`config.mk`:
```
export PLATFORM = sky130hd
export DESIGN_NAME = wb_commit_flat
export DESIGN_NICKNAME = d
export VERILOG_FILES = /design/src/rtl/wb_commit_if.sv /design/src/rtl/wb_commit.sv /design/src/flat_wrapper.sv
export SDC_FILE = /design/constraint.sdc
export NUM_CORES = 2
export LEC_CHECK = 0
export ABC_AREA = 1
export ABC_CLOCK_PERIOD_IN_PS = 2100
export BUFFER_PORTS_ARGS = -buffer_cell sky130_fd_sc_hd__buf_2
export CAP_MARGIN = 25
export CORE_MARGIN = 5
export CORE_UTILIZATION = 44
export CTS_BUF_LIST = sky130_fd_sc_hd__clkbuf_4 sky130_fd_sc_hd__clkbuf_8
export CTS_CLUSTER_SIZE = 14
export DETAILED_ROUTE_END_ITERATION = 10
export PLACE_DENSITY_LB_ADDON = 0.1
export SYNTH_ARGS = -nofsm -noshare
export SYNTH_HDL_FRONTEND = slang
export SYNTH_SLANG_ARGS = --single-unit
```
`constraint.sdc`:
```
create_clock -name clk -period 2.1 [get_ports clk]
set_input_delay 0.42 -clock clk [delete_from_list [all_inputs] [get_ports clk]]
set_output_delay 0.42 -clock clk [all_outputs]
set_load 0.05 [all_outputs]
```
`src/rtl/wb_commit_if.sv`:
```
// MEM-stage result, MEM/WB register and register-file read signals for wb_commit.
// The master drives MEM results and read requests; the slave is the write-back block.
interface wb_commit_if #(
  parameter int DW = 32,
  parameter int AW = 5
);
  logic [1:0]    stall_i;
  logic          flush_i;
  logic [AW-1:0] mem_wd;
  logic          mem_wreg;
  logic [DW-1:0] mem_wdata;
  logic          mem_whilo;
  logic [DW-1:0] mem_hi;
  logic [DW-1:0] mem_lo;
  logic [AW-1:0] wb_wd;
  logic          wb_wreg;
  logic [DW-1:0] wb_wdata;
  logic          wb_whilo;
  logic [DW-1:0] wb_hi;
  logic [DW-1:0] wb_lo;
  logic          re1;
  logic          re2;
  logic [AW-1:0] raddr1;
  logic [AW-1:0] raddr2;
  logic [DW-1:0] rdata1;
  logic [DW-1:0] rdata2;
  logic [DW-1:0] hi_o;
  logic [DW-1:0] lo_o;

  modport master (
    output stall_i, flush_i, mem_wd, mem_wreg, mem_wdata, mem_whilo, mem_hi, mem_lo,
    output re1, re2, raddr1, raddr2,
    input  wb_wd, wb_wreg, wb_wdata, wb_whilo, wb_hi, wb_lo,
    input  rdata1, rdata2, hi_o, lo_o
  );

  modport slave (
    input  stall_i, flush_i, mem_wd, mem_wreg, mem_wdata, mem_whilo, mem_hi, mem_lo,
    input  re1, re2, raddr1, raddr2,
    output wb_wd, wb_wreg, wb_wdata, wb_whilo, wb_hi, wb_lo,
    output rdata1, rdata2, hi_o, lo_o
  );
endinterface

```
`src/rtl/wb_commit.sv`:
```
// Write-back stage: MEM/WB pipeline register, GPR file and HI/LO commit,
// with two bypassed GPR read ports and a bypassed HI/LO read port.
module wb_commit #(
  parameter int NREGS = 32,
  parameter int DW    = 32,
  parameter int AW    = 5
) (
  input  logic        clk,
  input  logic        rst,
  wb_commit_if.slave  bus
);

  logic [AW-1:0] r_wb_wd;
  logic          r_wb_wreg;
  logic [DW-1:0] r_wb_wdata;
  logic          r_wb_whilo;
  logic [DW-1:0] r_wb_hi;
  logic [DW-1:0] r_wb_lo;

  logic [DW-1:0] r_gpr [NREGS];
  logic [DW-1:0] r_hi;
  logic [DW-1:0] r_lo;

  logic [DW-1:0] w_rdata1;
  logic [DW-1:0] w_rdata2;
  logic [DW-1:0] w_hi;
  logic [DW-1:0] w_lo;

  // Reset, flush and a MEM-only stall all load the same all-zero bubble.
  always_ff @(posedge clk) begin
    if (rst || bus.flush_i || (bus.stall_i == 2'b01)) begin
      r_wb_wd    <= '0;
      r_wb_wreg  <= 1'b0;
      r_wb_wdata <= '0;
      r_wb_whilo <= 1'b0;
      r_wb_hi    <= '0;
      r_wb_lo    <= '0;
    end else if (!bus.stall_i[1]) begin
      r_wb_wd    <= bus.mem_wd;
      r_wb_wreg  <= bus.mem_wreg;
      r_wb_wdata <= bus.mem_wdata;
      r_wb_whilo <= bus.mem_whilo;
      r_wb_hi    <= bus.mem_hi;
      r_wb_lo    <= bus.mem_lo;
    end
  end

  always_ff @(posedge clk) begin
    if (rst) begin
      r_gpr <= '{default: '0};
      r_hi  <= '0;
      r_lo  <= '0;
    end else begin
      if (r_wb_wreg && (r_wb_wd != '0)) begin
        r_gpr[r_wb_wd] <= r_wb_wdata;
      end
      if (r_wb_whilo) begin
        r_hi <= r_wb_hi;
        r_lo <= r_wb_lo;
      end
    end
  end

  always_comb begin
    w_rdata1 = '0;
    if (!rst && bus.re1 && (bus.raddr1 != '0)) begin
      if (r_wb_wreg && (bus.raddr1 == r_wb_wd)) w_rdata1 = r_wb_wdata;
      else                                      w_rdata1 = r_gpr[bus.raddr1];
    end
  end

  always_comb begin
    w_rdata2 = '0;
    if (!rst && bus.re2 && (bus.raddr2 != '0)) begin
      if (r_wb_wreg && (bus.raddr2 == r_wb_wd)) w_rdata2 = r_wb_wdata;
      else                                      w_rdata2 = r_gpr[bus.raddr2];
    end
  end

  always_comb begin
    w_hi = '0;
    w_lo = '0;
    if (!rst) begin
      w_hi = r_wb_whilo ? r_wb_hi : r_hi;
      w_lo = r_wb_whilo ? r_wb_lo : r_lo;
    end
  end

  assign bus.wb_wd    = r_wb_wd;
  assign bus.wb_wreg  = r_wb_wreg;
  assign bus.wb_wdata = r_wb_wdata;
  assign bus.wb_whilo = r_wb_whilo;
  assign bus.wb_hi    = r_wb_hi;
  assign bus.wb_lo    = r_wb_lo;
  assign bus.rdata1   = w_rdata1;
  assign bus.rdata2   = w_rdata2;
  assign bus.hi_o     = w_hi;
  assign bus.lo_o     = w_lo;

endmodule

```
`src/flat_wrapper.sv`:
```
// flat-port wrapper written by rule: the top's interface ports become plain ports
module wb_commit_flat 
#(
  parameter int NREGS = 32,
  parameter int DW    = 32,
  parameter int AW    = 5
)
  (clk, rst, bus_stall_i, bus_flush_i, bus_mem_wd, bus_mem_wreg, bus_mem_wdata, bus_mem_whilo, bus_mem_hi, bus_mem_lo, bus_re1, bus_re2, bus_raddr1, bus_raddr2, bus_wb_wd, bus_wb_wreg, bus_wb_wdata, bus_wb_whilo, bus_wb_hi, bus_wb_lo, bus_rdata1, bus_rdata2, bus_hi_o, bus_lo_o);
  wb_commit_if #(.DW(DW), .AW(AW)) bus_i ();
  input  logic clk;
  input  logic rst;
  input wire logic [$bits(bus_i.stall_i)-1:0] bus_stall_i;
  input wire logic [$bits(bus_i.flush_i)-1:0] bus_flush_i;
  input wire logic [$bits(bus_i.mem_wd)-1:0] bus_mem_wd;
  input wire logic [$bits(bus_i.mem_wreg)-1:0] bus_mem_wreg;
  input wire logic [$bits(bus_i.mem_wdata)-1:0] bus_mem_wdata;
  input wire logic [$bits(bus_i.mem_whilo)-1:0] bus_mem_whilo;
  input wire logic [$bits(bus_i.mem_hi)-1:0] bus_mem_hi;
  input wire logic [$bits(bus_i.mem_lo)-1:0] bus_mem_lo;
  input wire logic [$bits(bus_i.re1)-1:0] bus_re1;
  input wire logic [$bits(bus_i.re2)-1:0] bus_re2;
  input wire logic [$bits(bus_i.raddr1)-1:0] bus_raddr1;
  input wire logic [$bits(bus_i.raddr2)-1:0] bus_raddr2;
  output wire logic [$bits(bus_i.wb_wd)-1:0] bus_wb_wd;
  output wire logic [$bits(bus_i.wb_wreg)-1:0] bus_wb_wreg;
  output wire logic [$bits(bus_i.wb_wdata)-1:0] bus_wb_wdata;
  output wire logic [$bits(bus_i.wb_whilo)-1:0] bus_wb_whilo;
  output wire logic [$bits(bus_i.wb_hi)-1:0] bus_wb_hi;
  output wire logic [$bits(bus_i.wb_lo)-1:0] bus_wb_lo;
  output wire logic [$bits(bus_i.rdata1)-1:0] bus_rdata1;
  output wire logic [$bits(bus_i.rdata2)-1:0] bus_rdata2;
  output wire logic [$bits(bus_i.hi_o)-1:0] bus_hi_o;
  output wire logic [$bits(bus_i.lo_o)-1:0] bus_lo_o;
  assign bus_i.stall_i = bus_stall_i;
  assign bus_i.flush_i = bus_flush_i;
  assign bus_i.mem_wd = bus_mem_wd;
  assign bus_i.mem_wreg = bus_mem_wreg;
  assign bus_i.mem_wdata = bus_mem_wdata;
  assign bus_i.mem_whilo = bus_mem_whilo;
  assign bus_i.mem_hi = bus_mem_hi;
  assign bus_i.mem_lo = bus_mem_lo;
  assign bus_i.re1 = bus_re1;
  assign bus_i.re2 = bus_re2;
  assign bus_i.raddr1 = bus_raddr1;
  assign bus_i.raddr2 = bus_raddr2;
  assign bus_wb_wd = bus_i.wb_wd;
  assign bus_wb_wreg = bus_i.wb_wreg;
  assign bus_wb_wdata = bus_i.wb_wdata;
  assign bus_wb_whilo = bus_i.wb_whilo;
  assign bus_wb_hi = bus_i.wb_hi;
  assign bus_wb_lo = bus_i.wb_lo;
  assign bus_rdata1 = bus_i.rdata1;
  assign bus_rdata2 = bus_i.rdata2;
  assign bus_hi_o = bus_i.hi_o;
  assign bus_lo_o = bus_i.lo_o;
  wb_commit #(.NREGS(NREGS), .DW(DW), .AW(AW)) u_core (.clk(clk), .rst(rst), .bus(bus_i));
endmodule
```
# Yosys cells after proc, flatten, opt, wreduce, memory -nomap -nowiden
# Index checks and enable logic that the tools add are counted.
totals:
  register_bits: 1191
  in_bits: 120
  output_inout_bits: 231
  wordCells: 81
op_classes:
  n_lt_le_gt_ge: 4
  n_eq_ne: 3
  muxes: 17
  bitwise: 3
  reduce_logical: 14
op_table:
  columns: ["operator", "n"]
  rows:
  - ["$bwmux 1024", 1]
  - ["$mux 32", 13]
  - ["$bmux 32 s5", 2]
  - ["$demux 32 s5", 1]
  - ["$ge 6x6->1 const B", 3]
  - ["$not 5->6", 3]
  - ["$reduce_bool 5->1", 3]
  - ["$eq 5x5->1", 2]
  - ["$logic_and 1x1->1", 8]
  - ["$lt 6x1->1 const B", 1]
  - ["$eq 2x1->1 const B", 1]
  - ["$logic_or 1x1->1", 2]
  - ["$logic_not 1->1", 1]

# Logic depth before layout (Yosys ltp)
depth:
  depth_word: 6
  ltp_mapped: 11
  mapped_depth_nobuf: 9

# Worst setup path before layout
# OpenSTA, ideal clock, no wires.
synth_timing:
  path_kind: "register to output"
  from: "register u_core.r_wb_wd[1] (netlist: u_core.bus.wb_wd[1])"
  to: "output port bus_rdata1[23]"
  t_arrival_ns: 2.503
  t_required_ns: 1.680
  path_slack_ns: -0.823
  stages_incl_launch_ff: 9
  path_cell_list: "dfxtp_1 -> clkbuf_2 -> inv_1 -> o21ai_0 -> nor2_1 -> nand3_1 -> clkbuf_1 -> o21ai_0 -> a21oi_1"
synth_via:
  elab_chain_len: 4
synth_lines:
  columns: ["element", "line_no", "source"]
  rows:
  - ["from (decl)", "wb_commit.sv:13", "logic [AW-1:0] r_wb_wd;"]
  - ["from (signal assigned)", "wb_commit.sv:39", "r_wb_wd <= bus.mem_wd;"]
  - ["$eq 5x5->1", "wb_commit.sv:67", "if (r_wb_wreg && (bus.raddr1 == r_wb_wd)) w_rdata1 = r_wb_wdata;"]
  - ["$logic_and 1x1->1", "wb_commit.sv:67", null]
  - ["$mux 32", "wb_commit.sv:67", null]
  - ["$mux 32", "wb_commit.sv:66", "if (!rst && bus.re1 && (bus.raddr1 != '0)) begin"]
  - ["to (decl)", "flat_wrapper.sv:30", "output wire logic [$bits(bus_i.rdata1)-1:0] bus_rdata1;"]
# Every way passes these cells.

# Worst setup path in the final report
layout_timing:
  from: "register u_core.r_wb_wd[4] (netlist: u_core.bus.wb_wd[4])"
  to: "output port bus_rdata1[1]"
# Same word-level chain as after synthesis.

==> flow_summary.json <==
{
  "power.density_nw_per_um2": 673,
  "overflow": 0,
  "core-area_um2": 141000,
  "yosysTopAreaCell": "dfxtp_1",
  "drv_slew": 0,
  "crit_family": "buffers and inverters",
  "drive_above_1_share_pct": 16.1,
  "grt_usage_pct": 35.8,
  "violations": "setup timing",
  "routed_wl_um": 285000,
  "synth_cells": 10400,
  "finalCritPeriodShare_pct": 158,
  "tightest_slew_ns": 0.924,
  "dpl_worst_slack_ns": -0.575,
  "htreeDepth": 4,
  "synthToLayoutAreaGrowth_pct": 31.4,
  "crit_chain": "buf_4 > o22ai_1 > nor2_2 > nand3_4 > buf_6 > buf_16 > buf_4 > a21oi_4 > buf_12",
  "die_w_um": 387,
  "cp-end-kind": "output port",
  "fmax_mhz": 301,
  "power_mw": 55.3,
  "grt_pass1_vias": 66200,
  "crit_type": "reg -> out",
  "clk_latency_ns": 0.96,
  "cts.root.buffer_cell": "clkbuf_8",
  "required_ns": 1.68,
  "synth_top_area_share_pct": 38.2,
  "dpl_cell_area_um2": 72500,
  "hp-class": "in -> reg",
  "critical_path.slowest_cell": "dfxtp_4",
  "gp_congestion": 0.943,
  "grt_max_degree": 288,
  "synth_seq_cells": 1191,
  "fillers": 13300,
  "yosysUniqueCellTypes": 21,
  "io_pins": 351,
  "fin_area_um2": 82100,
  "io_buffer_count": 350,
  "power.leakage_nw": 34.7,
  "arrival_ns": 2.90,
  "crit_fanout": 11,
  "numClockSinks": 1191,
  "maxCapViolCount": 0,
  "fin_nets": 11000,
  "syn_nets": 10500,
  "grt_first_pass_wirelength_um": 418000,
  "finalNonFillerCells": 13000,
  "drtPass1Iterations": 9,
  "clk_pin_slew_worst_paths_ns": 0.06,
  "timing.final.ws_setup_ns": -1.22,
  "ys_seq_area_share_pct": 38.2,
  "cp_num_buf_inv": 5,
  "cts_tree": "yes",
  "final-hold-violation-count": 0,
  "yosysWarnings": 0,
  "routed-via-count": 72000,
  "yosys-top-cells-area": "dfxtp_1 38%, nand2_1 17%, nor2_1 9.9%, nand3_1 9.3%, o21ai_0 8.1%",
  "detail-route-antenna-nets": 0,
  "crit_top_cell": "buf_4",
  "antenna_found_initial": 8,
  "peakVddDrop_uv": 577,
  "post_drt_wl_per_cell_um": 22.0,
  "synth_area_um2": 62500,
  "avgViaCountPerCell": 5.55,
  "relSlewSlack_pct": 38.4,
  "drc": 0,
  "rsz0062_at_grt": "true",
  "tns_ns": -104.32,
  "syn_area_per_cell_um2": 6.02,
  "dpl.hpwl_um": 175000,
  "cts_buffer_depth": 3,
  "fp-row-count": 138,
  "finalCriticalPeriod_ns": 3.32,
  "initial_core_util_pct": 44.2,
  "startpoint_type": "register",
  "die_y_um": 387,
  "status": "finished with violations",
  "dieArea_um2": 150000,
  "drt_iter0_drc": 7911,
  "cpPeakStageDelay_ns": 0.44,
  "place_inst": 12400,
  "numCtsBuffers": 211,
  "finalSetupViolations": 135,
  "clock_skew_ns": 0.0556
}
## cells in the mapped netlist
master,instances
clkbuf_2,1
a211o_1,1
nand3_1,1157
clkbuf_1,696
o22ai_1,7
nand4_1,2
inv_2,18
buf_2,136
o21ai_1,112
nor3_1,3
dfxtp_1,1191
nor2_1,1642
o21ai_0,1012
xor2_1,1
nor3_2,7
buf_1,47
inv_1,688
a21oi_1,807
nand2_1,2859
nor3_4,1
clkinv_1,1
## timing repair
action	in CTS	in global routing
hold endpoints to repair	115	0
cloned	19	2
hold buffers	122	0
setup buffers	50	32
pin swaps	67	50
setup endpoints to repair	210	618
gates resized for setup	538	295
## report_power, final
group          internal (mW)  leakage [nW]  total (mW)  switching (mW)
Sequential              22.7          9.62        22.8           0.124
Combinational           2.95          22.6        8.25            5.31
Clock                   13.7          2.52        24.2            10.5
Total                   39.3          34.7        55.3            16.0
## path summary, 6_finish.rpt
check                           start                endpoint  slack, ns  depth (start not counted)
setup reg to reg  u_core.bus.wb_wd[2]       u_core.r_gpr[843]       0.02                          9
hold / removal            bus_flush_i  u_core.bus.wb_wdata[1]       0.04                          4
setup / recovery  u_core.bus.wb_wd[4]           bus_rdata1[1]      -1.22                          9
hold reg to reg    u_core.r_gpr[1004]      u_core.r_gpr[1004]       0.44                          2
## registers in the layout (all words and copies together) (netlist names)
| signal | cells |
|---|---|
| u_core.bus.wb_lo | 32 |
| u_core.r_hi | 32 |
| u_core.bus.wb_whilo | 1 |
| u_core.bus.wb_wd | 5 |
| u_core.r_gpr | 1024 |
| u_core.r_lo | 32 |
| u_core.bus.wb_wdata | 32 |
| u_core.bus.wb_wreg | 1 |
| u_core.bus.wb_hi | 32 |
## cells by family (layout without fill, tap and decap cells)
family / count (synthesis) / count (layout) / synth area share (%)
buffers and inverters: 1587 / 2262 / 9.81
xor gates and xnor gates: 1 / 1 / 0.0140
other: 0 / 6 / 0
AOI/OAI and AO/OA: 1939 / 1939 / 15.5
DFF: 1191 / 1191 / 38.2
and+or+nand+nor: 5671 / 5671 / 36.5
## worst min-delay path, delay by kind of cell
kind	cells	cell delay, ns
buffers and inverters	2	0.30
AOI/OAI and AO/OA	2	0.23
## layer usage
layer / up-vias / share of wire (%) / GRT usage (%)
li1: 34100 / - / -
met1: 33100 / 40 / 47.1
met2: 3947 / 44 / 56.0
met3: 868 / 10 / 8.00
met4: 0 / 5.4 / 16.6
met5: - / 0 / 0
## final cells by class
class | instances | area (um^2) | area share (%)
Timing Repair Buffer | 1174 | 13500 | 16.4
Clock inverter | 41 | 404 | 0.492
Tap cell | 1890 | 2360 | 2.88
Sequential cell | 1191 | 23900 | 29.2
Multi-Input combinational cell | 7611 | 34900 | 42.5
Antenna cell | 6 | 15.0 | 0.0183
Clock buffer | 340 | 4340 | 5.29
Inverter | 707 | 2710 | 3.30
## layout by cell type, fill, tap and decap left out, types with 3 or more instances in the layout
cell type and instances:
a21oi_1 743, a21oi_4 64, buf_12 273, buf_16 18, buf_2 166, buf_4 419
buf_6 76, buf_8 84, bufinv_16 5, clkbuf_4 66, clkbuf_8 286, clkinv_2 28
clkinvlp_4 5, dfxtp_1 1157, dfxtp_2 12, dfxtp_4 22, diode_2 6, dlygate4sd3_1 122
inv_1 678, inv_12 3, inv_2 17, inv_6 3, inv_8 5, nand2_1 2832
nand2_2 23, nand2_4 4, nand3_1 1155, nor2_1 1562, nor2_2 9, nor2_4 71
nor3_2 6, nor3_4 4, o21ai_0 889, o21ai_1 136, o21ai_2 31, o21ai_4 68
o22ai_1 3, o22ai_2 3
## stage by stage
| step | hold WS (ns) | util [%] |
|---|---|---|
| 2_1_floorplan | 0.416 | - |
| 3_3_place_gp | 0.424 | 51.3 |
| 3_5_place_dp | 0.428 | 51.3 |
| 4_1_cts | 0.000414 | 57.4 |
| 5_1_grt | 0.0289 | 58.1 |
| 6_report | 0.0364 | 58.1 |
Note: power is estimated with default switching activity, not from simulation.
